File: config.mk
export PLATFORM = sky130hd
export DESIGN_NAME = dmem_arbiter
export DESIGN_NICKNAME = d
export VERILOG_FILES = /design/src/rtl/dmem_arbiter.sv
export SDC_FILE = /design/constraint.sdc
export NUM_CORES = 1
export LEC_CHECK = 0
export ABC_AREA = 0
export CELL_PAD_IN_SITES_DETAIL_PLACEMENT = 1
export CELL_PAD_IN_SITES_GLOBAL_PLACEMENT = 1
export CORE_MARGIN = 1.5
export CORE_UTILIZATION = 17
export CTS_CLUSTER_DIAMETER = 150
export CTS_CLUSTER_SIZE = 30
export DETAILED_ROUTE_END_ITERATION = 8
export HOLD_SLACK_MARGIN = 0.1
export PLACE_DENSITY_LB_ADDON = 0.3
export SETUP_SLACK_MARGIN = 0.2
export SYNTH_ARGS = -nofsm -noshare
export SYNTH_HDL_FRONTEND = slang
export SYNTH_SLANG_ARGS = --single-unit
File: constraint.sdc
create_clock -name clk -period 3.1 [get_ports clk]
set_input_delay 0.31 -clock clk [delete_from_list [all_inputs] [get_ports clk]]
set_output_delay 0.31 -clock clk [all_outputs]
set_load 0.02 [all_outputs]
File: src/rtl/dmem_arbiter.sv
// dmem_arbiter: shares one data-memory port between the pipeline MEM stage
// (core) and an external loader/debug requester (ext).
// Core normally wins; a 4-bit starvation counter forces an ext grant after
// STARVE_MAX consecutive core wins while ext waits. Ext reads return data one
// cycle later on ext_rvalid/ext_rdata.
// Optional feature: define DMEM_ARB_LOCK_EN to add ext_lock, which lets ext
// hold the port across consecutive cycles.
//
// Handshake: a request is performed in the cycle it is raised when granted
// (ext_gnt=1 or core_stall=0); an ungranted requester must keep its fields
// stable and retry next cycle. ext_rvalid is a one-cycle strobe, no backpressure.
module dmem_arbiter #(
   parameter int DWIDTH     = 32,
   parameter int STARVE_MAX = 4
) (
   input  logic              clk,
   input  logic              rst,
   input  logic              core_req,
   input  logic              core_we,
   input  logic [DWIDTH-1:0] core_addr,
   input  logic [DWIDTH-1:0] core_wdata,
   output logic [DWIDTH-1:0] core_rdata,
   output logic              core_stall,
   input  logic              ext_req,
   input  logic              ext_we,
   input  logic [DWIDTH-1:0] ext_addr,
   input  logic [DWIDTH-1:0] ext_wdata,
`ifdef DMEM_ARB_LOCK_EN
   input  logic              ext_lock,
`endif
   output logic              ext_gnt,
   output logic              ext_rvalid,
   output logic [DWIDTH-1:0] ext_rdata,
   output logic              mem_we,
   output logic [DWIDTH-1:0] mem_addr,
   output logic [DWIDTH-1:0] mem_wdata,
   input  logic [DWIDTH-1:0] mem_rdata
);

   localparam logic [3:0] STARVE_LIM = 4'(STARVE_MAX);

   logic [3:0]        starve_cnt_q, starve_cnt_d;
   logic              ext_rvalid_q, ext_rvalid_d;
   logic [DWIDTH-1:0] ext_rdata_q, ext_rdata_d;
   logic              starve_hit;
   logic              locked;
   logic              ext_win;
   logic              core_win;

`ifdef DMEM_ARB_LOCK_EN
   logic lock_q, lock_d;
   // Lock only holds while ext keeps both request and lock raised.
   assign locked = lock_q & ext_lock & ext_req;
`else
   assign locked = 1'b0;
`endif

   // Grant decision; gated by rst so nothing reaches dmem during reset.
   always_comb begin
      starve_hit = (starve_cnt_q >= STARVE_LIM);
      ext_win    = ext_req & (~core_req | starve_hit | locked) & ~rst;
      core_win   = core_req & ~ext_win & ~rst;
   end

   // Port mux toward dmem; idle port drives zeros.
   always_comb begin
      mem_we    = 1'b0;
      mem_addr  = '0;
      mem_wdata = '0;
      if (ext_win) begin
         mem_we    = ext_we;
         mem_addr  = ext_addr;
         mem_wdata = ext_wdata;
      end else if (core_win) begin
         mem_we    = core_we;
         mem_addr  = core_addr;
         mem_wdata = core_wdata;
      end
   end

   assign ext_gnt    = ext_win;
   assign core_stall = core_req & ~core_win & ~rst;
   assign core_rdata = mem_rdata;
   assign ext_rvalid = ext_rvalid_q;
   assign ext_rdata  = ext_rdata_q;

   // Next-state: starvation counter, ext read return path, optional lock.
   always_comb begin
      starve_cnt_d = starve_cnt_q;
      if (!ext_req || ext_win) begin
         starve_cnt_d = 4'd0;
      end else if (core_win && !starve_hit) begin
         starve_cnt_d = starve_cnt_q + 4'd1;
      end
      ext_rvalid_d = ext_win & ~ext_we;
      ext_rdata_d  = ext_rvalid_d ? mem_rdata : ext_rdata_q;
`ifdef DMEM_ARB_LOCK_EN
      lock_d = ext_win & ext_lock;
`endif
   end

   // State registers with asynchronous reset.
   always_ff @(posedge clk or posedge rst) begin
      if (rst) begin
         starve_cnt_q <= 4'd0;
         ext_rvalid_q <= 1'b0;
         ext_rdata_q  <= '0;
`ifdef DMEM_ARB_LOCK_EN
         lock_q       <= 1'b0;
`endif
      end else begin
         starve_cnt_q <= starve_cnt_d;
         ext_rvalid_q <= ext_rvalid_d;
         ext_rdata_q  <= ext_rdata_d;
`ifdef DMEM_ARB_LOCK_EN
         lock_q       <= lock_d;
`endif
      end
   end

endmodule

==> flow_metrics.tcl, run 1 <==
set metrics [dict create \
    clkLatencyLatePin_ns 0.27 \
    cts_sinks 37 \
    grt_max_degree 67 \
    fp.dieH_um 121 \
    drc_errors 0 \
    met3_length_um 1320 \
    maxCapViolations 0 \
    io_buffers 297 \
    synth_top_area_share_pct 39.3 \
    io_pins 298 \
    rsz0062_at_grt "false" \
    startpoint_type "primary input" \
    initial_utilization_pct 17.6 \
    hold_path_class "in2async" \
    cts_root_buffer "clkbuf_16" \
    drive_gt1_share_pct 9.89 \
    power_mw 2.18 \
    synth_seq_cells 37 \
    dp_hpwl_um 10400 \
    grt_pass1_wl_um 18200 \
    viasPerCell 4.40 \
    firstDrtPassIters 4 \
    avgSynthCellArea_um2 11.4 \
    critPathArrivalTime_ns 2.42 \
    clkTransAtPathRegs_ns 0.06 \
    die_x_um 121 \
    drt-initial-drc-count 90 \
    postCtsHoldBufs 0 \
    setup_viol 0 \
    rows 42 \
    final_net_count 631 \
    maxSlewHeadroom_pct 68.7 \
    powerDensity_nw_per_um2 389 \
    synth.area.top_cells "dfrtp_1 (39%), a22o_1 (24%), mux2_2 (11%), buf_4 (10%), mux2_1 (4.8%)" \
    endpoint_kind "output port" \
    ctsResizeCount 1 \
    route.vias.total 2825 \
    syn-instance-count 206 \
    track_usage_pct 16.4 \
    synth_cell_type_count 22 \
    top_layer "met5" \
    syn_area_um2 2360 \
    route.final.wire_length_um 12900 \
    core_um2 13400 \
    numCtsBuffers 5 \
    cts_setup_buffers 0 \
    status "finished clean" \
    dr_wl_met2_um 6890 \
    vdd_drop_max_v 0.000226 \
    yosysWarnings 0 \
    worst_ep_required_time_ns 2.79 \
    fin_setup_tns_ns 0 \
    syn_nets 373 \
    grt_pass1_vias 2993 \
    clock.fmax_ghz 0.366 \
    drv_slew 0 \
    max_slew.worst_pin.slew_ns 0.470 \
    wl_per_cell_um 20.1 \
    wl_met1_um 4430 \
    clock_skew_ns 0.00290 \
    period_share_pct 88.2 \
    period_minus_slack_ns 2.73 \
    place_congestion 0.753 \
    globalRouteOverflowTotal 0 \
    area_growth_pct 137 \
    ys_seq_area_share_pct 39.3 \
    antenna_found_initial 3 \
    cts_tree "yes" \
    path_class "in2out" \
    cts.path.max_buffers 2 \
    htreeDepth 2 \
    p_leak_nw 3.03 \
    synth_top_area_cell "dfrtp_1" \
    die_area_um2 14600 \
    drtAntennaViolNets 0 \
    finalHoldViolCount 0 \
    path_max_fanout 66 \
]
-- layout make-up --
type                       count  area, um^2
sequential                    37         926
tap                          176         220
clock buffer                   6         129
timing repair buffer         302        3190
inverter                       1        3.75
antenna                        1        2.50
fill                        1451        7800
multi-input combinational    117        1080
clock inverter                 2        38.8
-- report_power, final --
part | internal [mW] | switching (mW) | total [mW]
sequential | 0.577 | 0.0447 | 0.621
clock | 0.381 | 0.193 | 0.574
combinational | 0.557 | 0.423 | 0.980
total | 1.51 | 0.661 | 2.18
-- registers in the layout (all words and copies together), names as in the netlist --
signal and flops:
ext_rdata 32, ext_rvalid 1, starve_cnt_q 4
-- through the flow --
stage | hold slack [ns] | area [um^2] | std cells | setup slack, ns | utilization (%)
finish | 0.279 | 5600 | 642 | 0.365 | 41.8
global route | 0.302 | 5590 | 641 | 0.239 | 41.7
CTS | 0.271 | 5450 | 641 | 0.209 | 40.7
detailed placement | 0.474 | 5290 | 633 | 0.209 | 39.5
global placement | 0.472 | 5290 | 633 | 0.219 | 39.5
floorplan | 0.445 | 2360 | 206 | 0.478 | -
-- layer usage --
metal / GRT usage (%) / vias up
met3: 6.42 / 16
met4: 3.38 / 4
met1: 17.0 / 1387
met5: 0 / -
met2: 31.2 / 151
li1: - / 1267
-- cell usage after synthesis, drive strengths merged --
cell type and n:
or3 1, nor4b 1, ha 1, mux2 33, a21boi 3, and2 1, buf 46, clkbuf 5
nor2 1, o21ai 1, inv 1, nand2 3, nand3 2, or3b 1, and3 4, dfrtp 37
a22o 64, nor3b 1
-- worst max-delay path: stages --
cell and delay, ns:
clkdlybuf4s50_1 0.55, or3b_1 0.38, and3_2 0.25, buf_12 0.21, and2_1 0.20, clkdlybuf4s50_1 0.53
-- cells in the final DEF (no fill, tap or decap), types with 2 or more instances in the layout --
master and n:
mux2_1 10, dlymetal6s2s_1 56, nand2_1 3, dfrtp_1 37
a22o_1 64, and3_2 2, a21boi_0 3, and3_1 2
clkdlybuf4s50_1 233, clkbuf_16 5, nand3_1 2, mux2_2 23
buf_4 7, buf_12 5
-- path summary, 6_finish.rpt --
kind,from,end,slack [ns],cells past startpoint
hold reg to reg,ext_rdata[11]$_DFFE_PP0P_,ext_rdata[11]$_DFFE_PP0P_,0.48,1
min in group clk,ext_rdata[11]$_DFFE_PP0P_,ext_rdata[11]$_DFFE_PP0P_,0.48,1
hold / removal,rst,starve_cnt_q[2]$_DFFE_PP0P_,0.28,2
setup reg to reg,starve_cnt_q[2]$_DFFE_PP0P_,ext_rdata[8]$_DFFE_PP0P_,1.41,4
max in group asynchronous,rst,ext_rdata[3]$_DFFE_PP0P_,2.11,3
setup / recovery,core_req,core_stall,0.37,6
-- logic make-up (layout without fill, tap and decap cells) --
logic type,after synthesis,count (layout),share of synthesized area [%]
multiplexers,33,33,15.8
adder cells (fa/ha/maj),1,1,0.530
AO/OA/AOI/OAI,68,68,24.9
flip-flops,37,37,39.3
other,0,1,0
buffers and inverters,52,311,15.0
AND/OR/NAND/NOR,15,15,4.56
Power figures use the tool's default switching activity.
==> run 2: changes to the inputs <==
--- a/config.mk
+++ b/config.mk
@@ -13,7 +13,6 @@
 export CTS_CLUSTER_DIAMETER = 150
 export CTS_CLUSTER_SIZE = 30
 export DETAILED_ROUTE_END_ITERATION = 8
-export HOLD_SLACK_MARGIN = 0.1
 export PLACE_DENSITY_LB_ADDON = 0.3
 export SETUP_SLACK_MARGIN = 0.2
 export SYNTH_ARGS = -nofsm -noshare
==> results of run 2 <==
No change in the layout: final DEF, timing and power equal those of run 1.
==> run 3: changes to the inputs <==
--- a/config.mk
+++ b/config.mk
@@ -5,11 +5,11 @@
 export SDC_FILE = /design/constraint.sdc
 export NUM_CORES = 1
 export LEC_CHECK = 0
-export ABC_AREA = 0
+export ABC_AREA = 1
 export CELL_PAD_IN_SITES_DETAIL_PLACEMENT = 1
 export CELL_PAD_IN_SITES_GLOBAL_PLACEMENT = 1
 export CORE_MARGIN = 1.5
-export CORE_UTILIZATION = 17
+export CORE_UTILIZATION = 18
 export CTS_CLUSTER_DIAMETER = 150
 export CTS_CLUSTER_SIZE = 30
 export DETAILED_ROUTE_END_ITERATION = 8
==> run 3 against run 2 <==
- die area increased by 16%
- sequential power decreased by 2%
- critical path depth unchanged
- critical endpoint is now mem_wdata[30]
- worst setup slack improved by 0.16 ns
- critical path type unchanged
- combinational power increased by 0.4%
- core utilization decreased by 4.2 points
- clock skew increased by 0.00059 ns
- via count increased by 41%
- sequential cell count unchanged
- largest power group unchanged
- sequential share of layout area decreased by 0.98 points
- synthesized cell count increased by 110%
==> flow_metrics.tcl, run 3 <==
set metrics [dict create \
    fin_setup_tns_ns 0 \
    cts_setup_buffers 0 \
    vdd_drop_max_v 0.000291 \
    yosysMostFrequentCell "nand2_1" \
    hold_path_class "reg2reg" \
    ys_seq_area_share_pct 31.9 \
    drive_gt1_share_pct 3.83 \
    final_net_count 845 \
    firstDrtPassIters 4 \
    cts.path.max_buffers 2 \
    status "finished clean" \
    viasPerCell 4.45 \
    dp_hpwl_um 11500 \
    synth_top_area_cell "dfrtp_1" \
    synth_cell_type_count 17 \
    io_pins 298 \
    maxCapViolations 0 \
    io_buffers 297 \
    globalRouteOverflowTotal 0 \
    avgSynthCellArea_um2 6.67 \
    rsz0062_at_grt "false" \
    startpoint_type "primary input" \
    max_slew.worst_pin.slew_ns 0.502 \
    synth.area.top_cells "dfrtp_1 (32%), nand3_1 (22%), nand2_1 (18%), buf_4 (10%), nand4_1 (6.9%)" \
    syn-instance-count 435 \
    clock.fmax_ghz 0.389 \
    finalHoldViolCount 0 \
    yosys-top-cells-count "nand2_1 (140), nand3_1 (130), buf_4 (40)" \
    wl_per_cell_um 16.6 \
    largest_register_ffs 32 \
    syn_area_um2 2900 \
    drtAntennaViolNets 0 \
    cts_tree "yes" \
    p_leak_nw 2.68 \
    synth_seq_cells 37 \
    initial_utilization_pct 18.3 \
    fp.dieH_um 130 \
    period_share_pct 82.9 \
    setup_viol 0 \
    area_growth_pct 105 \
    powerDensity_nw_per_um2 350 \
    grt_pass1_wl_um 21900 \
    cts_root_buffer "clkbuf_16" \
    synthArstFlopShare_pct 100 \
    path_class "in2out" \
    endpoint_kind "output port" \
    syn_nets 602 \
    synth_top_area_share_pct 31.9 \
    grt_max_degree 66 \
    path_max_fanout 22 \
    maxSlewHeadroom_pct 66.5 \
    antenna_cells 0 \
    die_x_um 130 \
    ctsResizeCount 0 \
    synth_edf_count 0 \
    rows 46 \
    antenna_found_initial 0 \
    route.vias.total 3979 \
    numCtsBuffers 5 \
    clkLatencyLatePin_ns 0.28 \
    worst_ep_required_time_ns 2.79 \
    synth_flop_cell "dfrtp_1" \
    core_um2 15800 \
    drt-initial-drc-count 116 \
    die_area_um2 16900 \
    track_usage_pct 16.5 \
    layout_common_cells "clkdlybuf4s50_1 (296), nand2_1 (140), nand3_1 (130), dfrtp_1 (37), nand4_1 (32)" \
    place_congestion 0.736 \
    clkTransAtPathRegs_ns 0.06 \
    yosysWarnings 0 \
    power_mw 2.08 \
    drv_slew 0 \
    cts_sinks 37 \
    final_common_cell "clkdlybuf4s50_1" \
    critPathArrivalTime_ns 2.26 \
    htreeDepth 2 \
    postCtsHoldBufs 0 \
    period_minus_slack_ns 2.57 \
    route.final.wire_length_um 14900 \
    drc_errors 0 \
    grt_pass1_vias 4092 \
    clock_skew_ns 0.00350 \
]
[run 3: changes by cell type in the layout (fill, tap and decap cells not counted), moves of 32 or more]
cell / delta
a22o_1: -64
clkdlybuf4s50_1: +63
dlymetal6s2s_1: -56
nand2_1: +137
nand3_1: +128
nand4_1: +32
[run 3: worst max-delay path: stages]
cell and delay, ns:
clkdlybuf4s50_1 0.55, nor2_4 0.23, buf_4 0.30, nand3_1 0.16, nand2_1 0.10, clkdlybuf4s50_1 0.60
[run 3: layout make-up]
cell class	count	area, um^2
repair buffers	309	3100
well taps	216	270
flip-flops and latches	37	926
clock inverters	2	10.0
multi-input cells	313	1470
fillers	1926	9880
inverters	12	45.0
clock buffers	6	129
[run 3: cell families after synthesis]
logic type | count (synthesis) | synth area share [%]
adder cells (fa/ha/maj) | 1 | 0.431
buffers and inverters | 85 | 17.8
flip-flops | 37 | 31.9
AND/OR/NAND/NOR | 312 | 49.8
[run 3: path summary, 6_finish.rpt]
path	startpoint	end	slack, ns	cells past startpoint
setup / recovery	rst	mem_wdata[30]	0.53	6
hold / removal	ext_rdata[26]$_DFFE_PP0P_	ext_rdata[26]$_DFFE_PP0P_	0.47	2
setup reg to reg	starve_cnt_q[2]$_DFFE_PP0P_	starve_cnt_q[0]$_DFFE_PP0P_	1.35	7
hold reg to reg	ext_rdata[26]$_DFFE_PP0P_	ext_rdata[26]$_DFFE_PP0P_	0.47	2
max in group asynchronous	rst	ext_rdata[8]$_DFFE_PP0P_	2.07	3
min in group asynchronous	rst	starve_cnt_q[3]$_DFFE_PP0P_	0.69	3
[run 3: stage by stage]
step                      area, um^2  util (%)  worst slack [ns]  hold WS [ns]  cells
after floorplan                 2900         -              1.62         0.441    435
after global placement          5810      36.7             0.482         0.453    887
after detailed placement        5810      36.7             0.488         0.459    887
after CTS                       5950      37.6             0.485         0.474    895
after global routing            5950      37.6             0.406         0.498    895
final                           5950      37.6             0.529         0.468    895
[run 3: per-layer routing]
| layer | global-route usage, % | vias to the layer above | part of all wire, % |
|---|---|---|---|
| li1 | - | 1911 | - |
| met1 | 18.5 | 1862 | 40 |
| met4 | 5.69 | 0 | 2.5 |
| met2 | 29.9 | 185 | 49 |
| met5 | 0 | - | 0 |
| met3 | 4.80 | 21 | 8.7 |
[run 3: power by group]
| part | leakage [nW] | internal (mW) | switching [mW] | total (mW) |
|---|---|---|---|---|
| clock | 0.0706 | 0.295 | 0.196 | 0.491 |
| combinational | 2.14 | 0.510 | 0.475 | 0.984 |
| sequential | 0.471 | 0.564 | 0.0439 | 0.607 |
